`src/rtl/pc_gen_ras.sv`:
```
// pc_gen_ras: program-counter generator for the fetch stage.
//
// Adds a return-address stack (RAS), exception entry/return with a saved EPC,
// and a RUN/HALTED state machine.
//
// Ports:
//   clk, rst_n     rising-edge clock; asynchronous active-low reset
//   stall          hold the PC in RUN (hazard)
//   redirect       taken branch/jump; next PC = redirect_addr
//   redirect_addr  branch/jump target; also the fallback target for ret on an empty RAS
//   call           qualifies redirect as a call; pushes ret_addr_in
//   ret_addr_in    return address pushed on call
//   ret            return; next PC = RAS top, then pop
//   exc            exception; next PC = EXC_VEC, epc <= pc_out
//   rfe            return from exception; next PC = epc
//   halt, resume   enter / leave HALTED
//   pc_out         current PC (registered)
//   pc_valid       1 in RUN, 0 in HALTED
//   epc            saved exception PC
//   ras_empty      RAS count is 0
//   ras_full       RAS count is RAS_DEPTH
//   ras_underflow  one-cycle pulse when ret is taken on an empty RAS
module pc_gen_ras #(
    parameter int                 ADDR_W    = 16,
    parameter int                 INC       = 1,
    parameter logic [ADDR_W-1:0]  RESET_VEC = '0,
    parameter logic [ADDR_W-1:0]  EXC_VEC   = 2,
    parameter int                 RAS_DEPTH = 4
) (
    input  logic              clk,
    input  logic              rst_n,
    input  logic              stall,
    input  logic              redirect,
    input  logic [ADDR_W-1:0] redirect_addr,
    input  logic              call,
    input  logic [ADDR_W-1:0] ret_addr_in,
    input  logic              ret,
    input  logic              exc,
    input  logic              rfe,
    input  logic              halt,
    input  logic              resume,
    output logic [ADDR_W-1:0] pc_out,
    output logic              pc_valid,
    output logic [ADDR_W-1:0] epc,
    output logic              ras_empty,
    output logic              ras_full,
    output logic              ras_underflow
);

    localparam int PTR_W = (RAS_DEPTH > 1) ? $clog2(RAS_DEPTH) : 1;
    localparam int CNT_W = $clog2(RAS_DEPTH + 1);
    localparam logic [PTR_W-1:0] PTR_ONE = 1;
    localparam logic [CNT_W-1:0] CNT_ONE = 1;
    localparam logic [CNT_W-1:0] CNT_MAX = CNT_W'(RAS_DEPTH);

    typedef enum logic {
        RUN    = 1'b0,
        HALTED = 1'b1
    } pcState_t;

    pcState_t           state;
    logic [ADDR_W-1:0]  pcReg;
    logic [ADDR_W-1:0]  epcReg;
    logic               underflowReg;
    logic [ADDR_W-1:0]  rasMem [RAS_DEPTH];
    logic [PTR_W-1:0]   topPtr;
    logic [CNT_W-1:0]   rasCount;

    logic inRun;
    logic active;
    logic doPop;
    logic doPush;
    logic doUnder;

    // Decode of the RUN-state priority chain into RAS actions. "active" means
    // nothing above ret in the chain (exc, rfe, stall) claimed this cycle.
    always_comb begin
        inRun   = (state == RUN);
        active  = inRun && !exc && !rfe && !stall;
        doPop   = active && ret && (rasCount != '0);
        doUnder = active && ret && (rasCount == '0);
        doPush  = active && !ret && redirect && call;
    end

    // PC, EPC and state machine. exc is honoured in both states; everything
    // else only in RUN, except resume, which only matters in HALTED.
    always_ff @(posedge clk or negedge rst_n) begin
        if (!rst_n) begin
            state        <= RUN;
            pcReg        <= RESET_VEC;
            epcReg       <= '0;
            underflowReg <= 1'b0;
        end else begin
            underflowReg <= doUnder;
            if (exc) begin
                pcReg  <= EXC_VEC;
                epcReg <= pcReg;
                state  <= RUN;
            end else if (!inRun) begin
                if (resume) begin
                    state <= RUN;
                end
            end else if (rfe) begin
                pcReg <= epcReg;
            end else if (stall) begin
                pcReg <= pcReg;
            end else if (ret) begin
                pcReg <= (rasCount != '0) ? rasMem[topPtr] : redirect_addr;
            end else if (redirect) begin
                pcReg <= redirect_addr;
            end else if (halt) begin
                state <= HALTED;
            end else begin
                pcReg <= pcReg + ADDR_W'(INC);
            end
        end
    end

    // RAS bookkeeping. The buffer is circular, so a push when full lands on
    // the oldest slot and the count saturates at RAS_DEPTH.
    always_ff @(posedge clk or negedge rst_n) begin
        if (!rst_n) begin
            topPtr   <= '0;
            rasCount <= '0;
        end else if (doPop) begin
            topPtr   <= topPtr - PTR_ONE;
            rasCount <= rasCount - CNT_ONE;
        end else if (doPush) begin
            topPtr   <= topPtr + PTR_ONE;
            if (rasCount != CNT_MAX) begin
                rasCount <= rasCount + CNT_ONE;
            end
        end
    end

    // RAS storage needs no reset; entries are only read while the count says
    // they are valid.
    always_ff @(posedge clk) begin
        if (doPush) begin
            rasMem[topPtr + PTR_ONE] <= ret_addr_in;
        end
    end

    assign pc_out        = pcReg;
    assign pc_valid      = (state == RUN);
    assign epc           = epcReg;
    assign ras_empty     = (rasCount == '0);
    assign ras_full      = (rasCount == CNT_MAX);
    assign ras_underflow = underflowReg;

endmodule

```
`config.mk`:
```
export PLATFORM = sky130hd
export DESIGN_NAME = pc_gen_ras
export DESIGN_NICKNAME = d
export VERILOG_FILES = /design/src/rtl/pc_gen_ras.sv
export SDC_FILE = /design/constraint.sdc
export NUM_CORES = 1
export LEC_CHECK = 0
export CAP_MARGIN = 30
export CORE_UTILIZATION = 54
export CTS_CLUSTER_SIZE = 40
export DETAILED_ROUTE_END_ITERATION = 7
export PLACE_DENSITY = 0.8
export REMOVE_ABC_BUFFERS = 1
export SLEW_MARGIN = 20
export SYNTH_ARGS = -nofsm -noshare
export SYNTH_HDL_FRONTEND = slang
export SYNTH_SLANG_ARGS = --single-unit
```
`constraint.sdc`:
```
create_clock -name clk -period 2.83 [get_ports clk]
set_input_delay 0.566 -clock clk [delete_from_list [all_inputs] [get_ports clk]]
set_output_delay 0.566 -clock clk [all_outputs]
set_load 0.05 [all_outputs]
```
# Word-level counts from Yosys, hierarchy flattened
# Memory sizes are Yosys's and may differ from the RTL's.
# Index checks and enable logic that the tools add are counted.
[word_totals] ff_bits=39 latch_bits=0 ramBits=64 rom_bits=0 inputBits=42 memories=1
[memory_table] name="rasMem" words=4 width=16 read_ports=1 rd_clocked_by_memory_dff=0 wr=1 line="65" rtl="logic [ADDR_W-1:0] rasMem [RAS_DEPTH];"
[op_classes] addsub=5 multipliers=0 div=0 magnitude_cmp=0 n_eq_ne=5 shift=0 mux=23 n_bitwise=1 n_reduce_logical=19
[ops] cell="$mux 16" n=8
[ops] cell="$add 16x1->16 const B" n=1
[ops] cell="$mux 1" n=10
[ops] cell="$logic_and 1x1->1" n=9
[ops] cell="$mux 3" n=3
[ops] cell="$ne 5x5->1 const B" n=1
[ops] cell="$logic_not 1->1" n=4
[ops] cell="$mux 2" n=2
[ops] cell="$reduce_bool 2->1" n=2
[ops] cell="$add 3x1->3 const B" n=1
[ops] cell="$eq 3x3->1 const B" n=1
[ops] cell="$logic_not 3->1" n=1
[ops] cell="$ne 3x1->1 const B" n=1
[ops] cell="$ne 3x3->1 const B" n=1
[ops] cell="$reduce_and 3->1" n=1
[ops] cell="$reduce_bool 3->1" n=1
[ops] cell="$sub 3x1->3 const B" n=1
[ops] cell="$add 2x1->2 const B" n=1
[ops] cell="$ne 2x2->1 const B" n=1
[ops] cell="$reduce_and 2->1" n=1
[ops] cell="$sub 2x1->2 const B" n=1
[ops] cell="$not 1->1" n=1

# Longest topological paths before layout
# Gate-level depths: netlist of run 1.
[logic_depth] word_depth=9 mapped_depth=11

# Least setup slack after synthesis of run 1
# OpenSTA, ideal clock, no wires.
[synth_path] path_type="reg2reg" from="register rasCount[0]" to="register rasCount[1]" setup_ps=125 t_arrival_ps=2478 required_ps=2705 path_slack_ps=227 stages_incl_launch_ff=6 cell_sequence="dfrtp_1 > clkbuf_1 > nor3b_1 > nor3_1 > o21ai_1 > mux2_2"
[synth_via] elab_chain_cells=4
[synth_lines] element="from (decl)" line="67" rtl="logic [CNT_W-1:0] rasCount;"
[synth_lines] element="from (signal assigned)" line="127" rtl="rasCount <= rasCount - CNT_ONE;"
[synth_lines] element="from (signal assigned)" line="131" rtl="rasCount <= rasCount + CNT_ONE;"
[synth_lines] element="$add 3x1->3 or $reduce_bool 3->1 (tied branches)" line="131, 80"
[synth_lines] element="$mux 3 or $logic_and 1x1->1 (tied branches)" line="130, 80"
[synth_lines] element="$mux 3 or $reduce_bool 2->1 (tied branches)"
[synth_lines] element="$mux 3 or $reduce_and 2->1 (tied branches)"
# Parallel ways exist; a longest one is shown, timed or not. The select of a mux whose other input is x is not followed.
# A chain may end at the register's enable or synchronous reset.

# Worst setup path in the final report of run 1
[layout_path] from="register rasCount[1]" to="output port ras_full"
[layout_via] elab_chain_cells=1
[layout_lines] element="$eq 3x3->1" line="148" rtl="assign ras_full = (rasCount == CNT_MAX);"
[layout_lines] element="to (decl)" line="46" rtl="output logic ras_full,"
# Every way passes these cells.

==> impl_metrics.toml, run 1 <==
[setup_path]
crit_arrival_ps = 2140
r2r_end = "rasCount[1]"
r2r_setup_slack_ps = 670
critical_path_required_ps = 2260
r2r_cells = 5
worst-path-max-fanout = 9
endpoint_kind = "output port"
start_kind = "flip-flop"
worstReg2RegStart = "rasCount[1]"
path_class = "flip-flop to output port"

[sta]
fin_worst_skew_ps = 12.97
max_freq_ghz = 0.3695
tns_ps = 0
period_needed_ps = 2706
hold_viol_final = 0
min_period_over_period_pct = 95.62
worst_slack_ps = 124.0
slew_violations = 0
grt_setup_unrepaired = "no"
slew-limit-headroom_pct = 65.56
tightest_slew_ps = 515.0
finalSetupViolCount = 0

[global_routing]
grt_max_degree = 40
first_global_vias = 3405
grt_use_total_pct = 23.73
antenna_found_initial = 0
grt_first_pass_wirelength_um = 17310
grt_overflow = 0

[status]
status = "finished clean"

[routing]
via_per_inst = 6.000
drt-wirelength-per-cell_um = 18.86
drc_errors = 0
totalWireLength_um = 10860
drtAntennaViolNets = 0
vias = 3456
first_pass_iters = 5
dr.first_iter.drc_count = 152

[final_layout]
antenna_cells = 0
drive_gt1_share_pct = 16.03
final_nets = 511
finish.utilization_pct = 70.19
area_growth_pct = 25.37

[synth]
synth.yosys.seq_area_share_pct = 59.35
synth_area_um2 = 4882
ys_ff_latch = 103
yosysUniqueCellTypes = 54
synthCells = 371
yosysWarnings = 0
syn_avg_cell_area_um2 = 13.16
synth_ff_type = "edfxtp_1"
synth_async_sr_flop_share_pct = 37.86
synth_edf_count = 64

[clock_network]
hold_buffers = 0
insertion_delay_ps = 370
cts_sinks = 103
clkTransAtPathRegs_ps = 100
clk_path_buf_depth = 2
cts_tree = "yes"
numCtsBuffers = 9
cts_root_buffer = "clkbuf_8"
ctsResizeCount = 0
post_cts_buffers = 0
htreeDepth = 3

[die]
start_util_pct = 55.98
die_w_um = 97.09
dieArea_um2 = 9426
num_rows = 34
core-area_um2 = 8721
die_y_um = 97.09
io_pins = 78

[pwr]
p_total_mw = 4.193
ir_worst_vdd_mv = 0.5469
powerDensity_nw_per_um2 = 685.1
p_leak_nw = 2.270

[placed_design]
place.port_buffers = 77
place.gp.congestion = 0.9173
dp_hpwl_um = 7870
dp_slack_ps = 75.05

[job]
drv_cap = 0

[hold_path]
holdCritPathClass = "input pin to asynchronous set/reset pin"
==> logic make-up (layout without fill, tap and decap cells) <==
group	after synthesis	in the layout	share of synthesized area, %
fa+ha+maj	6	6	1.538
mux	37	37	12.69
xor+xnor	10	10	1.794
flops	103	103	59.35
simple gates	103	103	10.40
compound gates	80	80	11.12
buf+inv	32	129	3.101
==> routing by layer <==
metal / global-route usage, % / part of all wire [%] / up-vias
met5: 0 / 0 / -
met4: 8.037 / 1.6 / 0
met3: 3.309 / 4.6 / 16
met2: 41.17 / 52 / 121
met1: 30.80 / 42 / 1696
li1: - / - / 1623
==> final cells by class <==
type	count	area (µm²)
sequential	103	2898
fill	615	2600
multi-input combinational	236	1833
timing repair buffer	103	1008
tap	108	135.1
clock buffer	10	127.6
clock inverter	6	81.33
inverter	10	37.54
==> power breakdown <==
| part | leakage, nW | internal (mW) | switching (mW) |
|---|---|---|---|
| clock network | 0.0974 | 0.424 | 0.529 |
| logic | 1.08 | 0.632 | 0.771 |
| registers | 1.09 | 1.69 | 0.146 |
| total | 2.27 | 2.75 | 1.45 |
==> layout by cell type (no fill, tap or decap), types with 12 or more instances in the layout <==
master,count
nand2_1,39
mux2_2,17
edfxtp_1,64
buf_4,23
nand3_1,12
o21ai_0,17
a21oi_1,15
clkdlybuf4s50_1,75
nor2_1,14
dfrtp_1,39
==> critical path, stage by stage, from the launching register on <==
cell	delay (ps)
dfrtp_1	490
nor3b_1	400
clkdlybuf4s50_1	880
==> stage by stage <==
stage,instances,hold WS [ps],instance area (µm²)
floorplan,349,270.4,4768
global placement,559,519.4,5892
detailed placement,559,532.8,5892
CTS,575,334.4,6101
global route,576,37.75,6121
finish,576,38.33,6121
==> sequential cells by signal, indices dropped and copies added, names as in the netlist <==
signal and flops:
state 1, epc 16, rasMem 64, rasCount 3, pc_out 16, topPtr 2
ras_underflow 1
==> cells in the mapped netlist, types with 3 or more instances <==
library cell   n  area share [%]
clkbuf_1       9            0.69
o211ai_1       4            0.62
buf_6          3            0.69
nor2_1        14             1.1
nand2_1       39             3.0
xnor2_1        7             1.3
a22oi_1       11             1.7
mux2_2        17             3.9
a211oi_1       4            0.62
a31oi_1        4            0.51
o21ai_0       17             1.7
edfxtp_1      64              39
mux4_1         6             3.2
ha_1           6             1.5
nand4_1        4            0.51
mux2i_1        3            0.62
a221o_1        4            0.82
a21oi_1       15             1.5
nor4_1         4            0.51
buf_1          3            0.23
dfrtp_1       39              20
nor3_1         8            0.82
mux4_2        10             4.6
and2_1         4            0.51
xor2_1         3            0.54
nand2b_1       5            0.64
nand3_1       12             1.2
inv_1          9            0.69
buf_2          7            0.72
a221oi_1       3            0.54
==> how the worst max path moves through the flow <==
stage | depth (start not counted) | slack (ps) | start | to
6_report | 2 | 120 | rasCount[1] | ras_full
3_3_place_gp | 7 | 200 | exc | rasMem[1][6]
4_1_cts | 2 | 110 | rasCount[1] | ras_full
3_5_place_dp | 10 | 80 | exc | rasCount[2]
2_1_floorplan | 4 | 70 | exc | rasMem[0][0]
5_1_grt | 2 | 50 | rasCount[1] | ras_full
No activity file was read; power rests on OpenSTA's default activity.
==> inputs of run 2 (changes only) <==
- clock period: 2.83 -> 2.5 ns (I/O delays scaled with it)
==> impl_metrics.toml, run 2 (synthesized netlist as in run 1, its figures left out) <==
[sta]
tightest_slew_ps = 518.6
finalSetupViolCount = 0
max_freq_ghz = 0.4148
hold_viol_final = 0
min_period_over_period_pct = 96.43
period_needed_ps = 2411
fin_worst_skew_ps = 15.34
slew-limit-headroom_pct = 65.32
grt_setup_unrepaired = "no"
hold_slack_ps = 507.9
tns_ps = 0
slew_violations = 0

[final_layout]
top_register = "rasMem"
final_cells = 585
nFillCells = 613
seq_area_um2 = 2898
multi_input_area_um2 = 1833
layout_commonest_cell = "clkdlybuf4s50_1"
drive_gt1_share_pct = 18.03
largest_reg_flops = 64
mostFrequentLayoutCells = "clkdlybuf4s50_1 (74), edfxtp_1 (64), nand2_1 (39), dfrtp_1 (39), buf_4 (31)"
antenna_cells = 0
final_nets = 520
area_growth_pct = 26.83

[placed_design]
dp.cells = 567
place.port_buffers = 77
place.gp.congestion = 0.8886
dp_hpwl_um = 8054

[global_routing]
antenna_found_initial = 0
grt_overflow = 0
grt_max_degree = 40
grt_use_total_pct = 24.59
first_global_vias = 3671
grt_first_pass_wirelength_um = 18080

[die]
start_util_pct = 55.98
dieArea_um2 = 9426
die_y_um = 97.09
die_w_um = 97.09
num_rows = 34
core-area_um2 = 8721
io_pins = 78

[clock_network]
numCtsBuffers = 9
post_cts_buffers = 0
cts_root_buffer = "clkbuf_8"
insertion_delay_ps = 380
cts_tree = "yes"
clk_path_buf_depth = 2
cts_sinks = 103
clkTransAtPathRegs_ps = 100
htreeDepth = 3

[status]
status = "finished clean"

[setup_path]
endpoint_kind = "output port"
start_kind = "flip-flop"
critical_path_required_ps = 2000
r2r_cells = 7
r2r_end = "rasCount[2]"
endpoint = "ras_empty"
crit_chain = "or3_4 -> clkinvlp_4 -> buf_4 -> buf_12"
startpoint = "rasCount[1]"
r2r_setup_slack_ps = 350
critPathMaxStageDelay_ps = 530
path_class = "flip-flop to output port"
crit_arrival_ps = 1910
worst-path-max-fanout = 20
worstReg2RegStart = "rasCount[1]"
crit_slowest_cell = "or3_4"

[routing]
dr.first_iter.drc_count = 228
totalWireLength_um = 11020
m1WireLength_um = 4415
top_layer = "met4"
wl_met3_um = 760
wl_met2_um = 5511
vias = 3534
first_pass_iters = 5
drtAntennaViolNets = 0
via_per_inst = 6.041
drc_errors = 0
drt-wirelength-per-cell_um = 18.84

[pwr]
p_total_mw = 4.716
ir_worst_vdd_mv = 0.3694
p_leak_nw = 2.311
powerDensity_nw_per_um2 = 761.7

[hold_path]
holdCritPathClass = "input pin to asynchronous set/reset pin"

[job]
drv_cap = 0
-- run 2: metrics by stage --
step           util (%)  worst slack, ps  cell area, µm²
6_report          71.00            89.15            6192
5_1_grt           71.00            34.05            6192
4_1_cts           70.62            45.04            6158
3_5_place_dp      68.36           -12.15            5962
3_3_place_gp      68.36            66.41            5962
2_1_floorplan         -           -196.5            4768
-- run 2: where the power goes --
part	internal (mW)	leakage, nW	switching (mW)
Combinational	0.726	1.12	0.891
Sequential	1.91	1.09	0.165
Clock	0.396	0.0970	0.624
Total	3.04	2.31	1.68
-- run 2: critical path, delay by kind of cell, from the launching register on --
kind | cells | cell delay (ps)
simple gates | 1 | 530
buf+inv | 3 | 510
flops | 1 | 490
-- run 2: cell type report --
cell class | instances | share of cell area (%)
Sequential cell | 103 | 46.80
Timing Repair Buffer | 112 | 17.58
Multi-Input combinational cell | 236 | 29.60
Inverter | 10 | 0.6668
Tap cell | 108 | 2.182
Clock buffer | 9 | 2.000
Clock inverter | 7 | 1.172
-- run 2: routing by layer --
| layer | global-route usage, % | vias up |
|---|---|---|
| met4 | 12.97 | 0 |
| met2 | 40.47 | 180 |
| met3 | 5.036 | 30 |
| met5 | 0 | - |
| li1 | - | 1638 |
| met1 | 30.80 | 1686 |
-- run 2: worst min-delay path by stage --
stage	startpoint	cells after the start	end
after floorplan	rst_n	0	epc[0]
after global placement	epc[1]	1	epc[1]
after detailed placement	epc[1]	1	epc[1]
after CTS	rst_n	1	epc[3]
after global routing	rst_n	2	epc[4]
final	rst_n	2	epc[3]
-- run 2: what timing repair did --
action	in CTS	in global routing
hold buffers	0	1
resized for setup	0	1
setup endpoints to repair	0	1
hold endpoints to repair	0	7
